===== src/rtl/bounce_gen_pkg.sv =====
// Shared types and constants for the contact-bounce emulator and its LFSR.
package bounce_gen_pkg;

  typedef enum logic [1:0] {
    IDLE   = 2'd0,
    BOUNCE = 2'd1,
    SETTLE = 2'd2
  } state_t;

  localparam logic [15:0] LFSR_TAPS    = 16'hB400;
  localparam logic [15:0] DEFAULT_SEED = 16'hACE1;

endpackage


===== src/rtl/lfsr16.sv =====
// Free-running 16-bit Fibonacci LFSR (taps 15,13,12,10), loaded with seed on reset.
module lfsr16
  import bounce_gen_pkg::*;
(
  input  logic        clk,
  input  logic        rstn,
  input  logic [15:0] seed,
  output logic [15:0] q
);

  logic [15:0] r_q;
  logic        w_fb;

  assign w_fb = ^(r_q & LFSR_TAPS);
  assign q    = r_q;

  always_ff @(posedge clk or negedge rstn) begin
    if (!rstn) r_q <= seed;
    else       r_q <= {r_q[14:0], w_fb};
  end

endmodule


===== src/rtl/bounce_generator.sv =====
// Contact-bounce emulator: turns a clean target level into a bouncy pin with random gaps.
// Optional idle EMI glitches are enabled by defining BOUNCE_GEN_GLITCH_EN.
module bounce_generator
  import bounce_gen_pkg::*;
#(
  parameter int          BOUNCES    = 3,
  parameter int          MIN_GAP    = 2,
  parameter int          GAP_W      = 3,
  parameter int          SETTLE_CYC = 10,
  parameter logic [15:0] SEED       = 16'hACE1
) (
  input  logic clk,
  input  logic rstn,
  input  logic target,
  output logic p,
  output logic busy,
  output logic done
);

  localparam int GAP_CW = $clog2(MIN_GAP + 2**GAP_W + 1);
  localparam int TOG_W  = (BOUNCES == 0) ? 1 : $clog2(2*BOUNCES + 1);
  localparam int SET_W  = $clog2(SETTLE_CYC + 1);
  localparam logic [15:0]       SEED_EFF = (SEED == 16'h0000) ? DEFAULT_SEED : SEED;
  localparam logic [TOG_W-1:0]  TOG_INIT = TOG_W'(2*BOUNCES);
  localparam logic [SET_W-1:0]  SET_INIT = SET_W'(SETTLE_CYC);

  logic [15:0]       w_lfsr;
  logic              w_unused_lfsr;
  logic [GAP_CW-1:0] w_gap;

  state_t            r_state, w_state_nxt;
  logic              r_lvl, w_lvl_nxt;
  logic              r_p, w_p_nxt;
  logic              r_busy, w_busy_nxt;
  logic              r_done, w_done_nxt;
  logic [GAP_CW-1:0] r_gap, w_gap_nxt;
  logic [TOG_W-1:0]  r_tog, w_tog_nxt;
  logic [SET_W-1:0]  r_set, w_set_nxt;

  lfsr16 u_lfsr (
    .clk  (clk),
    .rstn (rstn),
    .seed (SEED_EFF),
    .q    (w_lfsr)
  );

  assign w_unused_lfsr = ^w_lfsr;
  assign w_gap = GAP_CW'(MIN_GAP) + GAP_CW'(w_lfsr[GAP_W-1:0]);

  assign p    = r_p;
  assign busy = r_busy;
  assign done = r_done;

  always_ff @(posedge clk or negedge rstn) begin
    if (!rstn) r_state <= IDLE;
    else       r_state <= w_state_nxt;
  end

  always_comb begin
    w_state_nxt = r_state;
    case (r_state)
      IDLE:    if (target != r_lvl) w_state_nxt = (BOUNCES == 0) ? SETTLE : BOUNCE;
      BOUNCE:  if (r_gap == GAP_CW'(1) && r_tog == TOG_W'(1)) w_state_nxt = SETTLE;
      SETTLE:  if (r_set == SET_W'(1)) w_state_nxt = IDLE;
      default: w_state_nxt = IDLE;
    endcase
  end

  // r_lvl is the clean contact level; r_p may differ from it only during an idle glitch.
  always_comb begin
    w_lvl_nxt  = r_lvl;
    w_p_nxt    = r_lvl;
    w_busy_nxt = r_busy;
    w_done_nxt = 1'b0;
    w_gap_nxt  = r_gap;
    w_tog_nxt  = r_tog;
    w_set_nxt  = r_set;
    case (r_state)
      IDLE: begin
        if (target != r_lvl) begin
          w_lvl_nxt  = target;
          w_p_nxt    = target;
          w_busy_nxt = 1'b1;
          w_tog_nxt  = TOG_INIT;
          w_gap_nxt  = w_gap;
          w_set_nxt  = SET_INIT;
        end
`ifdef BOUNCE_GEN_GLITCH_EN
        else if (w_lfsr[7:0] == 8'h00 && r_p == r_lvl) begin
          w_p_nxt = ~r_lvl;
        end
`endif
      end
      BOUNCE: begin
        if (r_gap == GAP_CW'(1)) begin
          w_lvl_nxt = ~r_lvl;
          w_p_nxt   = ~r_lvl;
          w_tog_nxt = r_tog - TOG_W'(1);
          w_gap_nxt = w_gap;
          if (r_tog == TOG_W'(1)) w_set_nxt = SET_INIT;
        end else begin
          w_gap_nxt = r_gap - GAP_CW'(1);
        end
      end
      SETTLE: begin
        if (r_set == SET_W'(1)) begin
          w_done_nxt = 1'b1;
          w_busy_nxt = 1'b0;
        end else begin
          w_set_nxt = r_set - SET_W'(1);
        end
      end
      default: ;
    endcase
  end

  always_ff @(posedge clk or negedge rstn) begin
    if (!rstn) begin
      r_lvl  <= 1'b0;
      r_p    <= 1'b0;
      r_busy <= 1'b0;
      r_done <= 1'b0;
      r_gap  <= '0;
      r_tog  <= '0;
      r_set  <= '0;
    end else begin
      r_lvl  <= w_lvl_nxt;
      r_p    <= w_p_nxt;
      r_busy <= w_busy_nxt;
      r_done <= w_done_nxt;
      r_gap  <= w_gap_nxt;
      r_tog  <= w_tog_nxt;
      r_set  <= w_set_nxt;
    end
  end

endmodule


===== config.mk =====
export PLATFORM = sky130hd
export DESIGN_NAME = bounce_generator
export DESIGN_NICKNAME = d
export VERILOG_FILES = /design/src/rtl/bounce_gen_pkg.sv /design/src/rtl/lfsr16.sv /design/src/rtl/bounce_generator.sv
export SDC_FILE = /design/constraint.sdc
export NUM_CORES = 1
export LEC_CHECK = 0
export BUFFER_PORTS_ARGS = -buffer_cell sky130_fd_sc_hd__buf_4
export CORE_ASPECT_RATIO = 1.5
export CORE_UTILIZATION = 62
export CTS_BUF_LIST = sky130_fd_sc_hd__clkbuf_4
export CTS_CLUSTER_DIAMETER = 40
export DETAILED_ROUTE_END_ITERATION = 8
export GPL_TIMING_DRIVEN = 0
export PLACE_DENSITY = 0.91
export SYNTH_ARGS = -nofsm -noshare
export SYNTH_HDL_FRONTEND = slang
export SYNTH_SLANG_ARGS = --single-unit
export TNS_END_PERCENT = 10

===== constraint.sdc =====
create_clock -name clk -period 2.7 [get_ports clk]
set_clock_uncertainty 0.2 [all_clocks]
set_input_delay 0.27 -clock clk [delete_from_list [all_inputs] [get_ports clk]]
set_output_delay 0.27 -clock clk [all_outputs]
set_load 0.01 [all_outputs]

**After elaboration in Yosys (flattened, before gate mapping)**

Cells that the tools add are included.

- $add $sub $neg: 4
- Equal/unequal tests: 12
- Multiplexer cells: 23
- Bitwise logic cells: 1
- Reductions and logical operators: 11

Operators with widths:

| kind | number |
|---|---|
| $mux 4 | 6 |
| $reduce_xor 16->1 | 1 |
| $ne 2x2->1 const B | 6 |
| $pmux 4 s3 | 1 |
| $reduce_and 3->1 | 3 |
| $eq 4x1->1 const B | 2 |
| $pmux 4 s2 | 1 |
| $sub 4x1->4 const B | 2 |
| $mux 1 | 6 |
| $mux 2 | 3 |
| $mux 3 | 2 |
| $pmux 2 s3 | 1 |
| $pmux 3 s2 | 1 |
| $reduce_and 5->1 | 1 |
| $add 2x3->4 const A | 1 |
| $pmux 1 s2 | 2 |
| $reduce_bool 2->1 | 2 |
| $eq 3x1->1 const B | 1 |
| $reduce_bool 3->1 | 1 |
| $sub 3x1->3 const B | 1 |
| $eq 2x1->1 const B | 1 |
| $eq 2x2->1 const B | 1 |
| $logic_not 2->1 | 1 |
| $reduce_and 2->1 | 1 |
| other kinds (3) | 3 |

- Flip-flop bits (word level): 32
- Output and inout port bits: 3
- Logic and storage cells: 59

**Depth between registers and ports, before layout**

Gate-level depths: netlist of the first run.

- Depth in word-level cells: 4
- Depth in mapped cells: 7
- Gate-level depth less buffers: 6

**Least setup slack after synthesis of the first run**

Ideal clock, no wire load.

- Path kind: register to register
- Start point: register r_gap[1]
- End point: register r_set[0]
- Setup time: 124 ps
- Data arrival time: 1612 ps
- Data required time: 2376 ps
- Path slack: 764 ps
- Cell stages (with the launch flop): 7
- Clock period less this slack: 1936 ps
- Cells stage by stage: dfrtp_1 -> inv_1 -> ha_1 -> or3b_1 -> buf_6 -> or3_4 -> a21boi_1

- Cells in the longest elaborated chain, start to end: 3

Ends and longest elaborated chain:

| what | line | source |
|---|---|---|
| start: declaration | bounce_generator.sv:36 | `logic [GAP_CW-1:0] r_gap, w_gap_nxt;` |
| start signal: assignment | bounce_generator.sv:131 | `r_gap <= w_gap_nxt;` |
| $eq 4x1->1 | bounce_generator.sv:95 | `if (r_gap == GAP_CW'(1)) begin` |
| $ne 2x2->1 (no line) | -- |  |
| $reduce_and 5->1 (no line) | -- |  |
| end signal: assignment | bounce_generator.sv:133 | `r_set <= w_set_nxt;` |
| end: declaration | bounce_generator.sv:38 | `logic [SET_W-1:0] r_set, w_set_nxt;` |

Every way passes these cells.
A chain may end at the register's enable or synchronous reset.

**Final worst setup path of the first run**

Ends and elaborated chain as after synthesis.

==> results of run 1 <==
## flip-flops by register name, indices dropped and copies added, names as in the netlist
register	flops
u_lfsr.q	16
done	1
r_gap	4
r_set	4
p	1
busy	1
r_state	2
r_tog	3
## power breakdown
part           internal [uW]  switching (uW)
Clock                    204             156
Combinational            182             219
Sequential               558            78.2
Total                    944             453
## cell usage after synthesis, types with 2 or more instances
master     n
nor4_1     2
ha_1       7
o22ai_1    2
xnor2_1    3
xor2_1     2
nand2_1   14
a22oi_1    2
dfrtp_1   24
nand2b_1   3
nor2b_1    2
dfstp_2    8
nor2_1    11
inv_1      8
o21ai_0    5
a21oi_1   10
## cell type report
class,count,area share
buffer,3,0.01259
multi-input combinational,85,0.3548
sequential,32,0.5098
timing repair buffer,7,0.03619
tap,22,0.01731
inverter,8,0.01888
clock inverter,2,0.02203
clock buffer,6,0.02832
## path summary, 6_finish.rpt
check,start,to,slack [ps],cells after the start
setup / recovery,r_gap[1],r_set[0],650,6
hold / removal,u_lfsr.q[6],u_lfsr.q[7],160,0
setup reg to reg,r_gap[1],r_set[0],650,6
hold reg to reg,u_lfsr.q[6],u_lfsr.q[7],160,0
max in group asynchronous,rstn,u_lfsr.q[7],1780,2
min in group asynchronous,rstn,u_lfsr.q[8],200,2
## repair_timing
action	4_1_cts	5_1_grt
endpoints found under the hold margin	33	0
setup endpoints to repair	0	0
hold buffers	2	0
resized for setup	0	0
## critical path, cell delays in order (launching register included)
cell	delay [ps]
dfrtp_1	410
inv_1	80
ha_1	200
or3b_1	370
buf_6	150
or3_4	390
a21boi_1	140
## kinds of logic after synthesis
logic type / after synthesis
fa+ha+maj: 7
simple gates: 40
compound gates: 31
flops: 32
mux: 2
buf+inv: 11
xor+xnor: 5
## stage by stage
| step | hold WS, ps | utilization |
|---|---|---|
| 2_1_floorplan | -225.6 | - |
| 3_3_place_gp | 15.44 | 0.7089 |
| 3_5_place_dp | 20.92 | 0.7089 |
| 4_1_cts | 162.8 | 0.7565 |
| 5_1_grt | 167.9 | 0.7565 |
| 6_report | 161.4 | 0.7565 |
## routing by layer
| layer | GRT usage | routed length, um |
|---|---|---|
| met1 | 0.2753 | 1072 |
| met3 | 0.08791 | 132 |
| met4 | 0.1521 | 40 |
| met2 | 0.3571 | 1162 |
| met5 | 0 | 0 |
==> results.cfg, run 1 <==
[status]
status = completed

[logic_synthesis]
netlist_area_um2 = 1425
yosysSeqAreaShare = 0.5689
yosys.area_share.adder = 0.06146
avgSynthCellArea_um2 = 11.13
synth_xor_area_frac = 0.03073
synthFlopType = dfrtp_1
yosys.area.top_type_share = 0.4214
synth_nets = 138
synth-edff-count = 0
ys_ff_latch = 32
synth-compound-area-share = 0.1501
synth_top_family_by_area = compound AO/OA/AOI/OAI gates
synth_mux_area_frac = 0.01493
synth_simple_gate_area_frac = 0.1387
async_reset_ff_frac = 1.000
synth_cell_type_count = 40
netlist_instances = 128
synth.area.top_cells = dfrtp_1, dfstp_2, ha_1
synth_warnings = 0
synth_area_leader_cell = dfrtp_1

[detailed_routing]
wire_per_inst_um = 14.59
via_per_inst = 5.921
first_pass_iters = 4
vias = 977
ant_nets = 0
wl_um = 2408
initialDrtViolationCount = 29
drc = 0

[placement]
place_area_um2 = 1490
place.gp.congestion = 0.7923
hpwlAfterDp_um = 1644
dp.cells = 155
io_buffer_count = 5
pre_cts_ws_ps = 669.4

[cts]
clock_sinks = 32
cts_tree = yes
cts_root_buf = clkbuf_4
cts_post_setup_buffers_inserted = 0
path_clk_slew_ps = 100
clk_latency_ps = 320
cts_buffer_depth = 2
cts_buffers = 5
cts_max_level = 2

[grt]
grt_max_degree = 33
overflow = 0
grt_pass1_wl_um = 3767
grtUsageTotal = 0.2373
antenna_found_initial = 0
grt_pass1_vias = 894

[timing]
hold_viol_final = 0
slew_viol_final = 0
fin_tns_setup_ps = 0
rsz0062_at_grt = no
worst_pin_slew_ps = 441.1
relSlewSlack = 0.7060
setup_ws_ps = 654.3
finalSetupViolCount = 0
fin_crit_sh = 0.7577
post-route-min-period_ps = 2046
max_clock_freq_mhz = 488.8

[min_path]
hp-class = reg2reg

[pwr]
vdd_drop_max_uv = 465.0
p_leak_uw = 0.0007450
finalPower_uw = 1397
pwr_density_cell_nw_per_um2 = 878.2

[layout]
multi_input_area_um2 = 564.3
nNetsFinal = 152
drive_gt1_frac = 0.1888
antennaDiodeCount = 0
area_growth_pct = 11.59
final_cells = 165
nFillCells = 142
final_cell_mix = dfrtp_1, nand2_1, nor2_1
mostFrequentLayoutCell = dfrtp_1
stdcell_area_um2 = 1590
regArea_um2 = 810.8

[worst_setup_path]
endpoint_kind = register
crit_type = reg2reg
critPathMaxFanout = 7
cp.arrival_ps = 2060
startpoint_type = register
crit_required_ps = 2710

[die]
io-pin-count = 6
start_util = 0.6780
fp.dieW_um = 41.15
die_h_um = 60.72
dieArea_um2 = 2498
core_um2 = 2102
rows = 20

[job]
drv_cap = 0
No activity file was read; power rests on OpenSTA's default activity.
==> run 2, diff against run 1 <==
--- a/config.mk
+++ b/config.mk
@@ -7,12 +7,12 @@
 export LEC_CHECK = 0
 export BUFFER_PORTS_ARGS = -buffer_cell sky130_fd_sc_hd__buf_4
 export CORE_ASPECT_RATIO = 1.5
-export CORE_UTILIZATION = 62
+export CORE_UTILIZATION = 56
 export CTS_BUF_LIST = sky130_fd_sc_hd__clkbuf_4
 export CTS_CLUSTER_DIAMETER = 40
 export DETAILED_ROUTE_END_ITERATION = 8
 export GPL_TIMING_DRIVEN = 0
-export PLACE_DENSITY = 0.91
+export PLACE_DENSITY = 0.87
 export SYNTH_ARGS = -nofsm -noshare
 export SYNTH_HDL_FRONTEND = slang
 export SYNTH_SLANG_ARGS = --single-unit
==> constraint.sdc (replaced) <==
create_clock -name clk -period 1.75 [get_ports clk]
set_clock_uncertainty 0.2 [all_clocks]
set_input_delay 0.175 -clock clk [delete_from_list [all_inputs] [get_ports clk]]
set_output_delay 0.175 -clock clk [all_outputs]
set_load 0.01 [all_outputs]
==> run 2 against run 1 <==
  * The run now ends with negative setup slack left
  * Combinational power is 82% higher
  * Die area is 10% higher
  * Worst hold slack worse by 60 ps
  * Largest power group unchanged
  * Critical path depth stayed put
  * Via count is 1.0% higher
  * Total power is 63% higher
  * Register-to-register slack worse by 760 ps
  * Cell area is 5.4% higher
  * Sequential cell count stayed put
==> results.cfg, run 2 (synthesized netlist as in run 1, its figures left out) <==
[timing]
rsz0062_at_grt = yes
fin_tns_setup_ps = -302.5
worst_pin_slew_ps = 450.0
hold_viol_final = 0
finalSetupViolCount = 7
setup_ws_ps = -107.1
slew_viol_final = 0
fin_crit_sh = 1.061
max_clock_freq_mhz = 538.5
post-route-min-period_ps = 1857
relSlewSlack = 0.7000

[detailed_routing]
drc = 0
ant_nets = 0
wl_um = 2386
first_pass_iters = 4
initialDrtViolationCount = 21
vias = 987
wire_per_inst_um = 13.79
via_per_inst = 5.705

[layout]
final_cell_mix = dfrtp_1, nand2_1, buf_4
area_growth_pct = 17.65
drive_gt1_frac = 0.2617
largest_reg_flops = 16
antennaDiodeCount = 0
final_cells = 173
nNetsFinal = 158
mostFrequentLayoutCell = dfrtp_1

[grt]
grt_max_degree = 33
overflow = 0
grt_pass1_vias = 947
grtUsageTotal = 0.2015
grt_pass1_wl_um = 3995
antenna_found_initial = 0

[die]
core_um2 = 2422
dieArea_um2 = 2755
start_util = 0.5883
rows = 22
die_h_um = 63.79
fp.dieW_um = 43.19
io-pin-count = 6

[worst_setup_path]
startpoint_type = register
endpoint_kind = register
cp.arrival_ps = 1880
crit_type = reg2reg
crit_required_ps = 1780
critPathMaxFanout = 4

[min_path]
hp-class = in2async

[pwr]
vdd_drop_max_uv = 819.9
pwr_density_cell_nw_per_um2 = 1361
p_leak_uw = 0.0007804

[cts]
cts_buffer_depth = 2
cts_buffers = 5
cts_max_level = 2
clk_latency_ps = 330
cts_root_buf = clkbuf_4
cts_tree = yes
clock_sinks = 32
path_clk_slew_ps = 100

[job]
drv_cap = 0

[placement]
dp.cells = 157
place.gp.congestion = 0.8249
io_buffer_count = 5
hpwlAfterDp_um = 1591

[status]
failed_checks = negative setup slack
status = complete, but fails checks
-- run 2: changes by cell type in the layout (fill, tap and decap cells not counted) --
cell / change
nor2_2: +1
nor3b_4: +1
nor2_4: +1
inv_1: -1
ha_1: -1
nor3_2: +1
nor2_1: -2
o21ai_1: +1
o21ai_0: -1
ha_4: +1
nor3b_1: -1
nor3_1: -1
inv_2: +1
buf_4: +6
-- run 2: repair_timing --
| action | in CTS | in global routing |
|---|---|---|
| endpoints found under the hold margin | 33 | 0 |
| hold buffers | 2 | 0 |
| cloned | 0 | 0 |
| gates resized for setup | 6 | 3 |
| setup endpoints to repair | 11 | 13 |
| setup buffers | 4 | 2 |
| pin swaps | 5 | 3 |
-- run 2: metrics by stage --
| step | hold WS [ps] | area [um^2] | util | power, uW | worst slack (ps) |
|---|---|---|---|---|---|
| finish | 101.5 | 1677 | 0.6921 | 2281 | -107.1 |
| global route | 125.7 | 1677 | 0.6921 | 2428 | -173.0 |
| CTS | 104.8 | 1648 | 0.6803 | 2237 | -115.3 |
| detailed placement | -71.37 | 1495 | 0.6173 | 1589 | -222.1 |
| global placement | -79.92 | 1495 | 0.6173 | 1549 | -176.3 |
| floorplan | -320.6 | 1428 | - | 1443 | -134.6 |
-- run 2: worst paths after layout --
check | startpoint | endpoint | slack, ps | cells after the start
setup / recovery | r_gap[1] | r_set[0] | -110 | 6
hold / removal | rstn | r_set[3] | 100 | 2
setup reg to reg | r_gap[1] | r_set[0] | -110 | 6
hold reg to reg | u_lfsr.q[8] | u_lfsr.q[9] | 160 | 0
max in group asynchronous | rstn | u_lfsr.q[0] | 930 | 2
min in group clk | u_lfsr.q[8] | u_lfsr.q[9] | 160 | 0
-- run 2: area by class of cell --
type | instances | area, um^2
clock inverter | 2 | 35.03
tap | 24 | 30.03
timing repair buffer | 13 | 102.6
fill | 167 | 745.7
buffer | 3 | 20.02
sequential | 32 | 810.8
clock buffer | 6 | 45.04
multi-input combinational | 85 | 603.1
inverter | 8 | 30.03
-- run 2: worst max-delay path, cell delays in order (launching register included) --
cell and delay (ps):
dfrtp_1 390, inv_2 80, ha_4 120, or3b_1 350, buf_6 140, or3_4 330
a21boi_1 130
-- run 2: per-layer routing --
layer / vias up / share of wire / track usage / wire [um]
met5: - / 0 / 0 / 0
met3: 11 / 0.036 / 0.07627 / 87
li1: 485 / - / - / -
met1: 473 / 0.42 / 0.2352 / 1009
met2: 18 / 0.49 / 0.3022 / 1181
met4: 0 / 0.045 / 0.1326 / 107
-- run 2: power by group --
part	total, uW	switching (uW)	internal (uW)	leakage (uW)
Clock	550	235	315	0.0000456
Combinational	728	358	370	0.000357
Sequential	1000	143	861	0.000378
Total	2280	736	1550	0.000780
